--- config.mk ---
export PLATFORM = sky130hd
export DESIGN_NAME = voice_allocator_flat
export DESIGN_NICKNAME = d
export VERILOG_FILES = /design/src/rtl/synth_pkg.sv /design/src/rtl/voice_allocator_if.sv /design/src/rtl/voice_age_table.sv /design/src/rtl/voice_allocator.sv /design/src/flat_wrapper.sv
export SDC_FILE = /design/constraint.sdc
export NUM_CORES = 1
export LEC_CHECK = 0
export CORE_ASPECT_RATIO = 1.75
export CORE_MARGIN = 2
export CORE_UTILIZATION = 60
export CTS_CLUSTER_DIAMETER = 100
export DETAILED_ROUTE_END_ITERATION = 6
export PLACE_DENSITY = 0.81
export SLEW_MARGIN = 0
export SYNTH_ARGS = -nofsm -noshare
export SYNTH_HDL_FRONTEND = slang
export SYNTH_SLANG_ARGS = --single-unit
export TNS_END_PERCENT = 1
--- constraint.sdc ---
create_clock -name OSC_CLK -period 17.45 [get_ports OSC_CLK]
set_input_delay 1.745 -clock OSC_CLK [delete_from_list [all_inputs] [get_ports OSC_CLK]]
set_output_delay 1.745 -clock OSC_CLK [all_outputs]
set_load 0.01 [all_outputs]
--- src/rtl/synth_pkg.sv ---
// Shared types and defaults for the voice allocation path.
// Latency: n/a (types only).
// Backpressure: n/a.
package synth_pkg;

    typedef enum logic [1:0] {
        ST_IDLE   = 2'd0,
        ST_SCAN   = 2'd1,
        ST_COMMIT = 2'd2,
        ST_HOLD   = 2'd3
    } state_t;

    localparam int AGE_W_DEF     = 8;
    localparam int NOTE_HOLD_DEF = 256;

endpackage

--- src/rtl/voice_allocator_if.sv ---
// Note-event request channel from the MIDI decoder into the voice allocator.
// Latency: n/a (wiring only).
// Backpressure: valid/ready; an event transfers when both are high on a clock edge.
interface voice_allocator_if;
    logic       ev_valid;
    logic       ev_ready;
    logic       ev_on;
    logic [7:0] ev_key;
    logic [7:0] ev_vel;

    modport master (output ev_valid, ev_on, ev_key, ev_vel, input ev_ready);
    modport slave  (input ev_valid, ev_on, ev_key, ev_vel, output ev_ready);
endinterface

--- src/rtl/voice_age_table.sv ---
// Per-voice key and age storage with a combinational scan read port.
// Latency: read is combinational; commit, age increment and clear land on the next edge.
// Backpressure: none; writes are accepted every cycle.
module voice_age_table #(
    parameter int VOICES  = 8,
    parameter int V_WIDTH = 3,
    parameter int AGE_W   = 8
) (
    input  logic               clk,
    input  logic               rst,
    input  logic               clear,
    input  logic [V_WIDTH-1:0] rd_idx,
    output logic [7:0]         rd_key,
    output logic [AGE_W-1:0]   rd_age,
    input  logic               wr_en,
    input  logic [V_WIDTH-1:0] wr_idx,
    input  logic [7:0]         wr_key,
    input  logic [VOICES-1:0]  inc_mask
);
    localparam logic [AGE_W-1:0] AGE_MAX = {AGE_W{1'b1}};

    logic [7:0]       key_tab_q [VOICES];
    logic [7:0]       key_tab_d [VOICES];
    logic [AGE_W-1:0] age_q     [VOICES];
    logic [AGE_W-1:0] age_d     [VOICES];

    assign rd_key = key_tab_q[rd_idx];
    assign rd_age = age_q[rd_idx];

    always_comb begin
        key_tab_d = key_tab_q;
        age_d     = age_q;
        if (clear) begin
            // Panic clear resets ages only; stale keys are harmless once keys_on is 0.
            for (int v = 0; v < VOICES; v++) age_d[v] = '0;
        end else if (wr_en) begin
            for (int v = 0; v < VOICES; v++) begin
                if (V_WIDTH'(v) == wr_idx) begin
                    key_tab_d[v] = wr_key;
                    age_d[v]     = '0;
                end else if (inc_mask[v] && age_q[v] != AGE_MAX) begin
                    age_d[v] = age_q[v] + AGE_W'(1);
                end
            end
        end
    end

    always_ff @(posedge clk or posedge rst) begin
        if (rst) begin
            for (int v = 0; v < VOICES; v++) begin
                key_tab_q[v] <= '0;
                age_q[v]     <= '0;
            end
        end else begin
            key_tab_q <= key_tab_d;
            age_q     <= age_d;
        end
    end
endmodule

--- src/rtl/voice_allocator.sv ---
// Maps note-on/off events to voices (retrigger, lowest free, else steal oldest) for synth_engine.
// Latency: VOICES+1 cycles accept-to-commit; note_on then held NOTE_HOLD cycles.
// Backpressure: ev_ready only in IDLE and never while all_notes_off is high.
module voice_allocator
    import synth_pkg::*;
#(
    parameter int VOICES    = 8,
    parameter int V_WIDTH   = 3,
    parameter int AGE_W     = AGE_W_DEF,
    parameter int NOTE_HOLD = NOTE_HOLD_DEF
) (
    input  logic                OSC_CLK,
    input  logic                reset_reg,
    voice_allocator_if.slave    ev,
    input  logic                all_notes_off,
    input  logic [VOICES-1:0]   voice_free,
    output logic [VOICES-1:0]   keys_on,
    output logic                note_on,
    output logic                steal,
    output logic [V_WIDTH-1:0]  cur_key_adr,
    output logic [7:0]          cur_key_val,
    output logic [7:0]          cur_vel_on,
    output logic [7:0]          cur_vel_off
);
    localparam int HOLD_W = (NOTE_HOLD > 1) ? $clog2(NOTE_HOLD) : 1;
    localparam logic [HOLD_W-1:0]  HOLD_INIT = HOLD_W'(NOTE_HOLD - 1);
    localparam logic [V_WIDTH-1:0] LAST_IDX  = V_WIDTH'(VOICES - 1);

    state_t               state_q, state_d;
    logic                 ev_on_q, ev_on_d;
    logic [7:0]           ev_key_q, ev_key_d, ev_vel_q, ev_vel_d;
    logic [V_WIDTH-1:0]   scan_idx_q, scan_idx_d;
    logic                 match_vld_q, match_vld_d, free_vld_q, free_vld_d;
    logic [V_WIDTH-1:0]   match_idx_q, match_idx_d, free_idx_q, free_idx_d, old_idx_q, old_idx_d;
    logic [AGE_W-1:0]     old_age_q, old_age_d;
    logic [HOLD_W-1:0]    hold_cnt_q, hold_cnt_d;
    logic [VOICES-1:0]    keys_on_q, keys_on_d;
    logic                 note_on_q, note_on_d, steal_q, steal_d;
    logic [V_WIDTH-1:0]   cur_key_adr_q, cur_key_adr_d;
    logic [7:0]           cur_key_val_q, cur_key_val_d, cur_vel_on_q, cur_vel_on_d;
    logic [7:0]           cur_vel_off_q, cur_vel_off_d;

    logic                 tab_clear, tab_we;
    logic [V_WIDTH-1:0]   tab_wr_idx;
    logic [7:0]           rd_key;
    logic [AGE_W-1:0]     rd_age;
    logic [V_WIDTH-1:0]   target;

    voice_age_table #(.VOICES(VOICES), .V_WIDTH(V_WIDTH), .AGE_W(AGE_W)) u_table (
        .clk      (OSC_CLK),
        .rst      (reset_reg),
        .clear    (tab_clear),
        .rd_idx   (scan_idx_q),
        .rd_key   (rd_key),
        .rd_age   (rd_age),
        .wr_en    (tab_we),
        .wr_idx   (tab_wr_idx),
        .wr_key   (ev_key_q),
        .inc_mask (keys_on_q)
    );

    assign ev.ev_ready = (state_q == ST_IDLE) && !all_notes_off;

    always_comb begin
        state_d       = state_q;
        ev_on_d       = ev_on_q;
        ev_key_d      = ev_key_q;
        ev_vel_d      = ev_vel_q;
        scan_idx_d    = scan_idx_q;
        match_vld_d   = match_vld_q;
        match_idx_d   = match_idx_q;
        free_vld_d    = free_vld_q;
        free_idx_d    = free_idx_q;
        old_idx_d     = old_idx_q;
        old_age_d     = old_age_q;
        hold_cnt_d    = hold_cnt_q;
        keys_on_d     = keys_on_q;
        note_on_d     = note_on_q;
        steal_d       = steal_q;
        cur_key_adr_d = cur_key_adr_q;
        cur_key_val_d = cur_key_val_q;
        cur_vel_on_d  = cur_vel_on_q;
        cur_vel_off_d = cur_vel_off_q;
        tab_clear     = 1'b0;
        tab_we        = 1'b0;
        tab_wr_idx    = '0;
        target        = match_vld_q ? match_idx_q : (free_vld_q ? free_idx_q : old_idx_q);

        if (all_notes_off) begin
            state_d   = ST_IDLE;
            keys_on_d = '0;
            note_on_d = 1'b0;
            steal_d   = 1'b0;
            tab_clear = 1'b1;
        end else begin
            unique case (state_q)
                ST_IDLE: begin
                    if (ev.ev_valid) begin
                        ev_on_d     = ev.ev_on;
                        ev_key_d    = ev.ev_key;
                        ev_vel_d    = ev.ev_vel;
                        scan_idx_d  = '0;
                        match_vld_d = 1'b0;
                        free_vld_d  = 1'b0;
                        state_d     = ST_SCAN;
                    end
                end
                ST_SCAN: begin
                    if (!match_vld_q && keys_on_q[scan_idx_q] && rd_key == ev_key_q) begin
                        match_vld_d = 1'b1;
                        match_idx_d = scan_idx_q;
                    end
                    if (!free_vld_q && voice_free[scan_idx_q] && !keys_on_q[scan_idx_q]) begin
                        free_vld_d = 1'b1;
                        free_idx_d = scan_idx_q;
                    end
                    // Strict compare keeps the lowest index on equal ages.
                    if (scan_idx_q == '0 || rd_age > old_age_q) begin
                        old_idx_d = scan_idx_q;
                        old_age_d = rd_age;
                    end
                    if (scan_idx_q == LAST_IDX) state_d = ST_COMMIT;
                    else                        scan_idx_d = scan_idx_q + V_WIDTH'(1);
                end
                ST_COMMIT: begin
                    if (ev_on_q) begin
                        keys_on_d[target] = 1'b1;
                        tab_we            = 1'b1;
                        tab_wr_idx        = target;
                        cur_key_adr_d     = target;
                        cur_key_val_d     = ev_key_q;
                        cur_vel_on_d      = ev_vel_q;
                        note_on_d         = 1'b1;
                        steal_d           = !match_vld_q && !free_vld_q;
                        hold_cnt_d        = HOLD_INIT;
                        state_d           = ST_HOLD;
                    end else begin
                        if (match_vld_q) begin
                            keys_on_d[match_idx_q] = 1'b0;
                            cur_key_adr_d          = match_idx_q;
                            cur_vel_off_d          = ev_vel_q;
                        end
                        state_d = ST_IDLE;
                    end
                end
                ST_HOLD: begin
                    if (hold_cnt_q == '0) begin
                        note_on_d = 1'b0;
                        steal_d   = 1'b0;
                        state_d   = ST_IDLE;
                    end else begin
                        hold_cnt_d = hold_cnt_q - HOLD_W'(1);
                    end
                end
                default: state_d = ST_IDLE;
            endcase
        end
    end

    always_ff @(posedge OSC_CLK or posedge reset_reg) begin
        if (reset_reg) begin
            state_q       <= ST_IDLE;
            ev_on_q       <= 1'b0;
            ev_key_q      <= '0;
            ev_vel_q      <= '0;
            scan_idx_q    <= '0;
            match_vld_q   <= 1'b0;
            match_idx_q   <= '0;
            free_vld_q    <= 1'b0;
            free_idx_q    <= '0;
            old_idx_q     <= '0;
            old_age_q     <= '0;
            hold_cnt_q    <= '0;
            keys_on_q     <= '0;
            note_on_q     <= 1'b0;
            steal_q       <= 1'b0;
            cur_key_adr_q <= '0;
            cur_key_val_q <= '0;
            cur_vel_on_q  <= '0;
            cur_vel_off_q <= '0;
        end else begin
            state_q       <= state_d;
            ev_on_q       <= ev_on_d;
            ev_key_q      <= ev_key_d;
            ev_vel_q      <= ev_vel_d;
            scan_idx_q    <= scan_idx_d;
            match_vld_q   <= match_vld_d;
            match_idx_q   <= match_idx_d;
            free_vld_q    <= free_vld_d;
            free_idx_q    <= free_idx_d;
            old_idx_q     <= old_idx_d;
            old_age_q     <= old_age_d;
            hold_cnt_q    <= hold_cnt_d;
            keys_on_q     <= keys_on_d;
            note_on_q     <= note_on_d;
            steal_q       <= steal_d;
            cur_key_adr_q <= cur_key_adr_d;
            cur_key_val_q <= cur_key_val_d;
            cur_vel_on_q  <= cur_vel_on_d;
            cur_vel_off_q <= cur_vel_off_d;
        end
    end

    assign keys_on     = keys_on_q;
    assign note_on     = note_on_q;
    assign steal       = steal_q;
    assign cur_key_adr = cur_key_adr_q;
    assign cur_key_val = cur_key_val_q;
    assign cur_vel_on  = cur_vel_on_q;
    assign cur_vel_off = cur_vel_off_q;
endmodule

--- src/flat_wrapper.sv ---
// flat-port wrapper written by rule: the top's interface ports become plain ports
module voice_allocator_flat import synth_pkg::*;
#(
    parameter int VOICES    = 8,
    parameter int V_WIDTH   = 3,
    parameter int AGE_W     = AGE_W_DEF,
    parameter int NOTE_HOLD = NOTE_HOLD_DEF
)
  (OSC_CLK, reset_reg, all_notes_off, voice_free, keys_on, note_on, steal, cur_key_adr, cur_key_val, cur_vel_on, cur_vel_off, ev_ev_valid, ev_ev_on, ev_ev_key, ev_ev_vel, ev_ev_ready);
  voice_allocator_if ev_i ();
  input  logic OSC_CLK;
  input  logic reset_reg;
  input  logic all_notes_off;
  input  logic [VOICES-1:0] voice_free;
  output logic [VOICES-1:0] keys_on;
  output logic note_on;
  output logic steal;
  output logic [V_WIDTH-1:0] cur_key_adr;
  output logic [7:0] cur_key_val;
  output logic [7:0] cur_vel_on;
  output logic [7:0] cur_vel_off;
  input wire logic [$bits(ev_i.ev_valid)-1:0] ev_ev_valid;
  input wire logic [$bits(ev_i.ev_on)-1:0] ev_ev_on;
  input wire logic [$bits(ev_i.ev_key)-1:0] ev_ev_key;
  input wire logic [$bits(ev_i.ev_vel)-1:0] ev_ev_vel;
  output wire logic [$bits(ev_i.ev_ready)-1:0] ev_ev_ready;
  assign ev_i.ev_valid = ev_ev_valid;
  assign ev_i.ev_on = ev_ev_on;
  assign ev_i.ev_key = ev_ev_key;
  assign ev_i.ev_vel = ev_ev_vel;
  assign ev_ev_ready = ev_i.ev_ready;
  voice_allocator #(.VOICES(VOICES), .V_WIDTH(V_WIDTH), .AGE_W(AGE_W), .NOTE_HOLD(NOTE_HOLD)) u_core (.OSC_CLK(OSC_CLK), .reset_reg(reset_reg), .ev(ev_i), .all_notes_off(all_notes_off), .voice_free(voice_free), .keys_on(keys_on), .note_on(note_on), .steal(steal), .cur_key_adr(cur_key_adr), .cur_key_val(cur_key_val), .cur_vel_on(cur_vel_on), .cur_vel_off(cur_vel_off));
endmodule
Word-level counts from Yosys, hierarchy flattened --
Index checks and enable logic that the tools add are counted.
Word-level totals: logic and storage cells 230, bits in registers 214, output and inout bits 38, input port bits 29
Operators by class: $add $sub $neg 10, muxes and demuxes 71, eq/ne operators 30, bitwise gates (word level) 7, reductions and logical operators 70, $lt $le $gt $ge 7
Operators by type and width (count):
- $mux W8 | 26
- $mux W64 | 2
- $add A8 B1 Y8 const B | 8
- $ne A8 B8 Y1 const B | 8
- $bmux W8 S3 | 2
- $reduce_and A3 Y1 | 16
- $reduce_bool A3 Y1 | 10
- $mux W3 | 9
- $reduce_and A4 Y1 | 5
- $reduce_and A2 Y1 | 9
- $logic_and A1 B1 Y1 | 16
- $mux W1 | 16
- $pmux W8 S2 | 1
- $eq A3 B3 Y1 const A | 4
- $lt A3 B4 Y1 const B | 3
- $mux W2 | 5
- $reduce_bool A2 Y1 | 5
- $ne A3 B2 Y1 const B | 3
- $and A8 B8 Y8 | 1
- $eq A8 B8 Y1 | 1
- $gt A8 B8 Y1 | 1
- $logic_not A8 Y1 | 1
- $not A8 Y8 | 1
- $or A8 B8 Y8 | 1
- other kinds (23) | 41

Depth between registers and ports, before layout --
depth after elaboration 10, mapped depth 15, mapped depth without buffers 10

Hierarchy --
Synthesis repeated with hierarchy kept, for this count alone.
Unflattened totals: cell total of the unflattened synthesis 1020, area total of the unflattened synthesis 11581.1 um2
Modules (own cells, without submodules):
- voice_age_table | area an instance 7325.8 um2, cells an instance 649, seq. area each 3203.1 um2, times used 1
- voice_allocator | area an instance 4255.3 um2, cells an instance 371, seq. area each 2152.1 um2, times used 1

Worst setup path before layout --
No wires, ideal clock.
path type input port to output port, start input port all_notes_off, end output port ev_ev_ready, path buffers 3, setup slack 13062 ps, arrival time 2643 ps, cell stages on the path 4, required time 15705 ps, path through clkbuf_1 -> clkbuf_1 -> buf_1 -> nor3_1
On the way: word-level cells in the longest chain between the ends 2
RTL lines:
- start: declaration | line flat_wrapper.sv:13 | input logic all_notes_off;
- $logic_not A1 Y1 | line voice_allocator.sv:62 | assign ev.ev_ready = (state_q == ST_IDLE) && !all_notes_off;
- $logic_and A1 B1 Y1 | line voice_allocator.sv:62
- end: declaration | line flat_wrapper.sv:26 | output wire logic [$bits(ev_i.ev_ready)-1:0] ev_ev_ready;
No other way between the ends.

Final worst setup path --
Same ends and word-level chain as after synthesis.

==> impl_metrics.yaml <==
synthesis:
  synth_edf_count: 0
  synthCells: 886
  synth.net_count: 936
  ys_seq_area_share_pct: 50.55
  synth_top_cell_by_area: "dfrtp_1"
  synthTopCellsByCount: "dfrtp_1, mux2_2, nand2_1, nor2_1, xor2_1"
  synthArstFlopShare_pct: 100.0
  synth_most_common_cell: "dfrtp_1"
  yosysWarnings: 0
  synthTopCellsByArea: "dfrtp_1, mux2_2, mux4_2, xor2_1, nand2_1"
  synth.distinct_cells: 56
  yosysTopAreaCellShare_pct: 50.55
  synthesis.area_um2: 10590
  syn_area_per_cell_um2: 11.96
  ys.flop_type: "dfrtp_1"
  ys_ff_latch: 214
timing:
  tightest_slew_ns: 1.093
  timing.final.hold_violations: 0
  min_period_over_period_pct: 27.68
  setup_viol_count_final: 0
  fin_crit_ns: 4.830
  rsz0062_at_grt: "false"
  maxSlewViolCount: 0
  timing.fmax_mhz: 207.0
  fin_skew_ns: 0.009786
  setup_tns_ns: 0
  whs_ns: 0.4733
  slew_headroom_pct: 26.93
cells_and_area:
  syn2layout_area_growth_pct: 14.70
  final_core_util_pct: 69.93
  top_regs: "u_core.u_table.age_q x64, u_core.u_table.key_tab_q x64"
  fin_nets: 991
  final_area_um2: 12150
  n_antenna_cell: 0
  final.fill_count: 1287
  drive_above_1_share_pct: 22.20
global_route:
  grt_start_max_net_pins: 139
  antenna_found_initial: 0
  grt_pass1_wl_mm: 39.55
  grt_overflow_total: 0
  grt_use_total_pct: 26.63
  grt_pass1_vias: 7590
die:
  ioPinCount: 67
  rows: 64
  core-area_um2: 17380
  die_area_um2: 18780
  die_w_um: 104.4
  die-height_um: 179.8
  start_util_pct: 60.97
route:
  drt-total-wl_mm: 23.81
  wire_per_inst_um: 20.07
  vias: 7144
  via_per_inst: 6.024
  drt_iter0_drc: 509
  firstDrtPassIters: 7
  ant_nets: 0
  drc: 0
cts:
  clock_latency_ns: 0.50
  cts_hold_buf: 0
  post_cts_resized: 0
  cts.path.max_buffers: 3
  cts_root_buf: "clkbuf_16"
  cts_max_level: 1
  cts_inserted_buffers: 20
  clk_pin_slew_worst_paths_ns: 0.06
  postCtsSetupBuffers: 0
  cts.sinks: 214
  cts_tree: "yes"
setup_path:
  path_buf_inv: 3
  arrival_ns: 3.09
  worst_setup_path_end_kind: "primary output"
  crit_required_ns: 15.70
  crit_fanout: 30
  critical_path_class: "primary input to primary output"
  crit_path_start_kind: "primary input"
  r2r_setup_slack_ns: 13.42
  crit_slowest_cell: "clkdlybuf4s50_1"
  cp_top_family: "buffers and inverters"
  crit_top_cell: "clkdlybuf4s50_1"
  crit_chain: "clkdlybuf4s50_1 > buf_4 > nor3_1 > clkdlybuf4s50_1"
  critPathMaxStageDelay_ns: 0.56
worst_hold_path:
  hp-class: "flop to flop"
job:
  cap_violations: 0
power:
  irDropWorstVdd_v: 0.00009869
  p_leak_nw: 5.502
  p_per_area_nw_per_um2: 112.2
placement:
  numPortBuffers: 66
  placed_cell_area_um2: 11430
  place_hpwl_mm: 16.17
  place.gp.congestion: 0.8753
status:
  status: "completed"
cells in the final DEF (no fill, tap or decap), drive strengths merged, types with 4 or more instances in the layout:
cell / n
xnor2: 23
inv: 19
a31oi: 9
a22o: 5
dfrtp: 214
nor2b: 6
mux2i: 21
xor2: 44
nand3: 16
clkdlybuf4s50: 66
nand4: 18
ha: 21
a21oi: 20
clkbuf: 29
nor3: 10
mux2: 113
and3: 18
o21ai: 24
nand2b: 6
nor2: 85
mux4: 36
buf: 8
nand2: 92
o21a: 4
a211oi: 7
or2: 6
path summary, 6_finish.rpt:
kind,startpoint,to,cells past startpoint
setup / recovery,all_notes_off,ev_ev_ready,4
hold / removal,u_core.cur_vel_on[4],u_core.cur_vel_on[4],2
setup reg to reg,u_core.scan_idx_q[0],u_core.old_age_q[4],11
hold reg to reg,u_core.cur_vel_on[4],u_core.cur_vel_on[4],2
max in group asynchronous,reset_reg,u_core.old_age_q[4],3
min in group asynchronous,reset_reg,u_core.u_table.age_q[0],2
cells by family (layout without fill, tap and decap cells):
logic type                 count (synthesis)  count (layout)  synth area share [%]
buffers and inverters                     60             129                 2.575
muxes                                    170             170                 21.65
DFF                                      214             214                 50.55
xor gates and xnor gates                  67              67                 5.539
adders and majority gates                 21              21                 2.480
and+or+nand+nor                          272             272                 12.08
AOI/OAI and AO/OA                         82              82                 5.126
metal layers:
metal | GRT usage (%) | part of all wire, % | wire length, um | vias to the layer above
met5 | 0 | 0 | 0 | -
met4 | 14.38 | 5.2 | 1227 | 0
li1 | - | - | - | 3244
met1 | 32.25 | 38 | 8941 | 3601
met2 | 46.38 | 53 | 12600 | 226
met3 | 2.937 | 4.4 | 1038 | 73
stage by stage:
step                std cells  total power [mW]  setup slack, ns
detailed placement       1150            0.9001            12.61
CTS                      1186             1.374            12.61
finish                   1186             1.363            12.62
floorplan                 886            0.8019            9.854
global placement         1150            0.8925            12.61
global route             1186             1.425            12.50
where the power goes:
part | switching (mW) | internal [mW]
clock | 0.189 | 0.280
combinational | 0.137 | 0.139
sequential | 0.0618 | 0.556
final cells by class:
class | instances | area (um2) | area share (%)
Multi-Input combinational cell | 612 | 4984 | 41.01
Clock buffer | 29 | 625.6 | 5.148
Timing Repair Buffer | 74 | 720.7 | 5.931
Inverter | 19 | 78.83 | 0.6487
Clock inverter | 7 | 97.59 | 0.8031
Tap cell | 231 | 289.0 | 2.378
Sequential cell | 214 | 5356 | 44.08
worst register-to-register path, stage by stage, from the launching register on:
cell     delay [ns]
dfrtp_2        0.47
buf_4          0.51
mux4_2         0.65
mux2_2         0.30
ha_1           0.32
nor2b_1        0.14
o21a_1         0.15
o21ai_0        0.13
a21oi_1        0.08
o22ai_1        0.23
a21o_1         0.52
mux2_2         0.40
No activity file was read; power rests on OpenSTA's default activity.
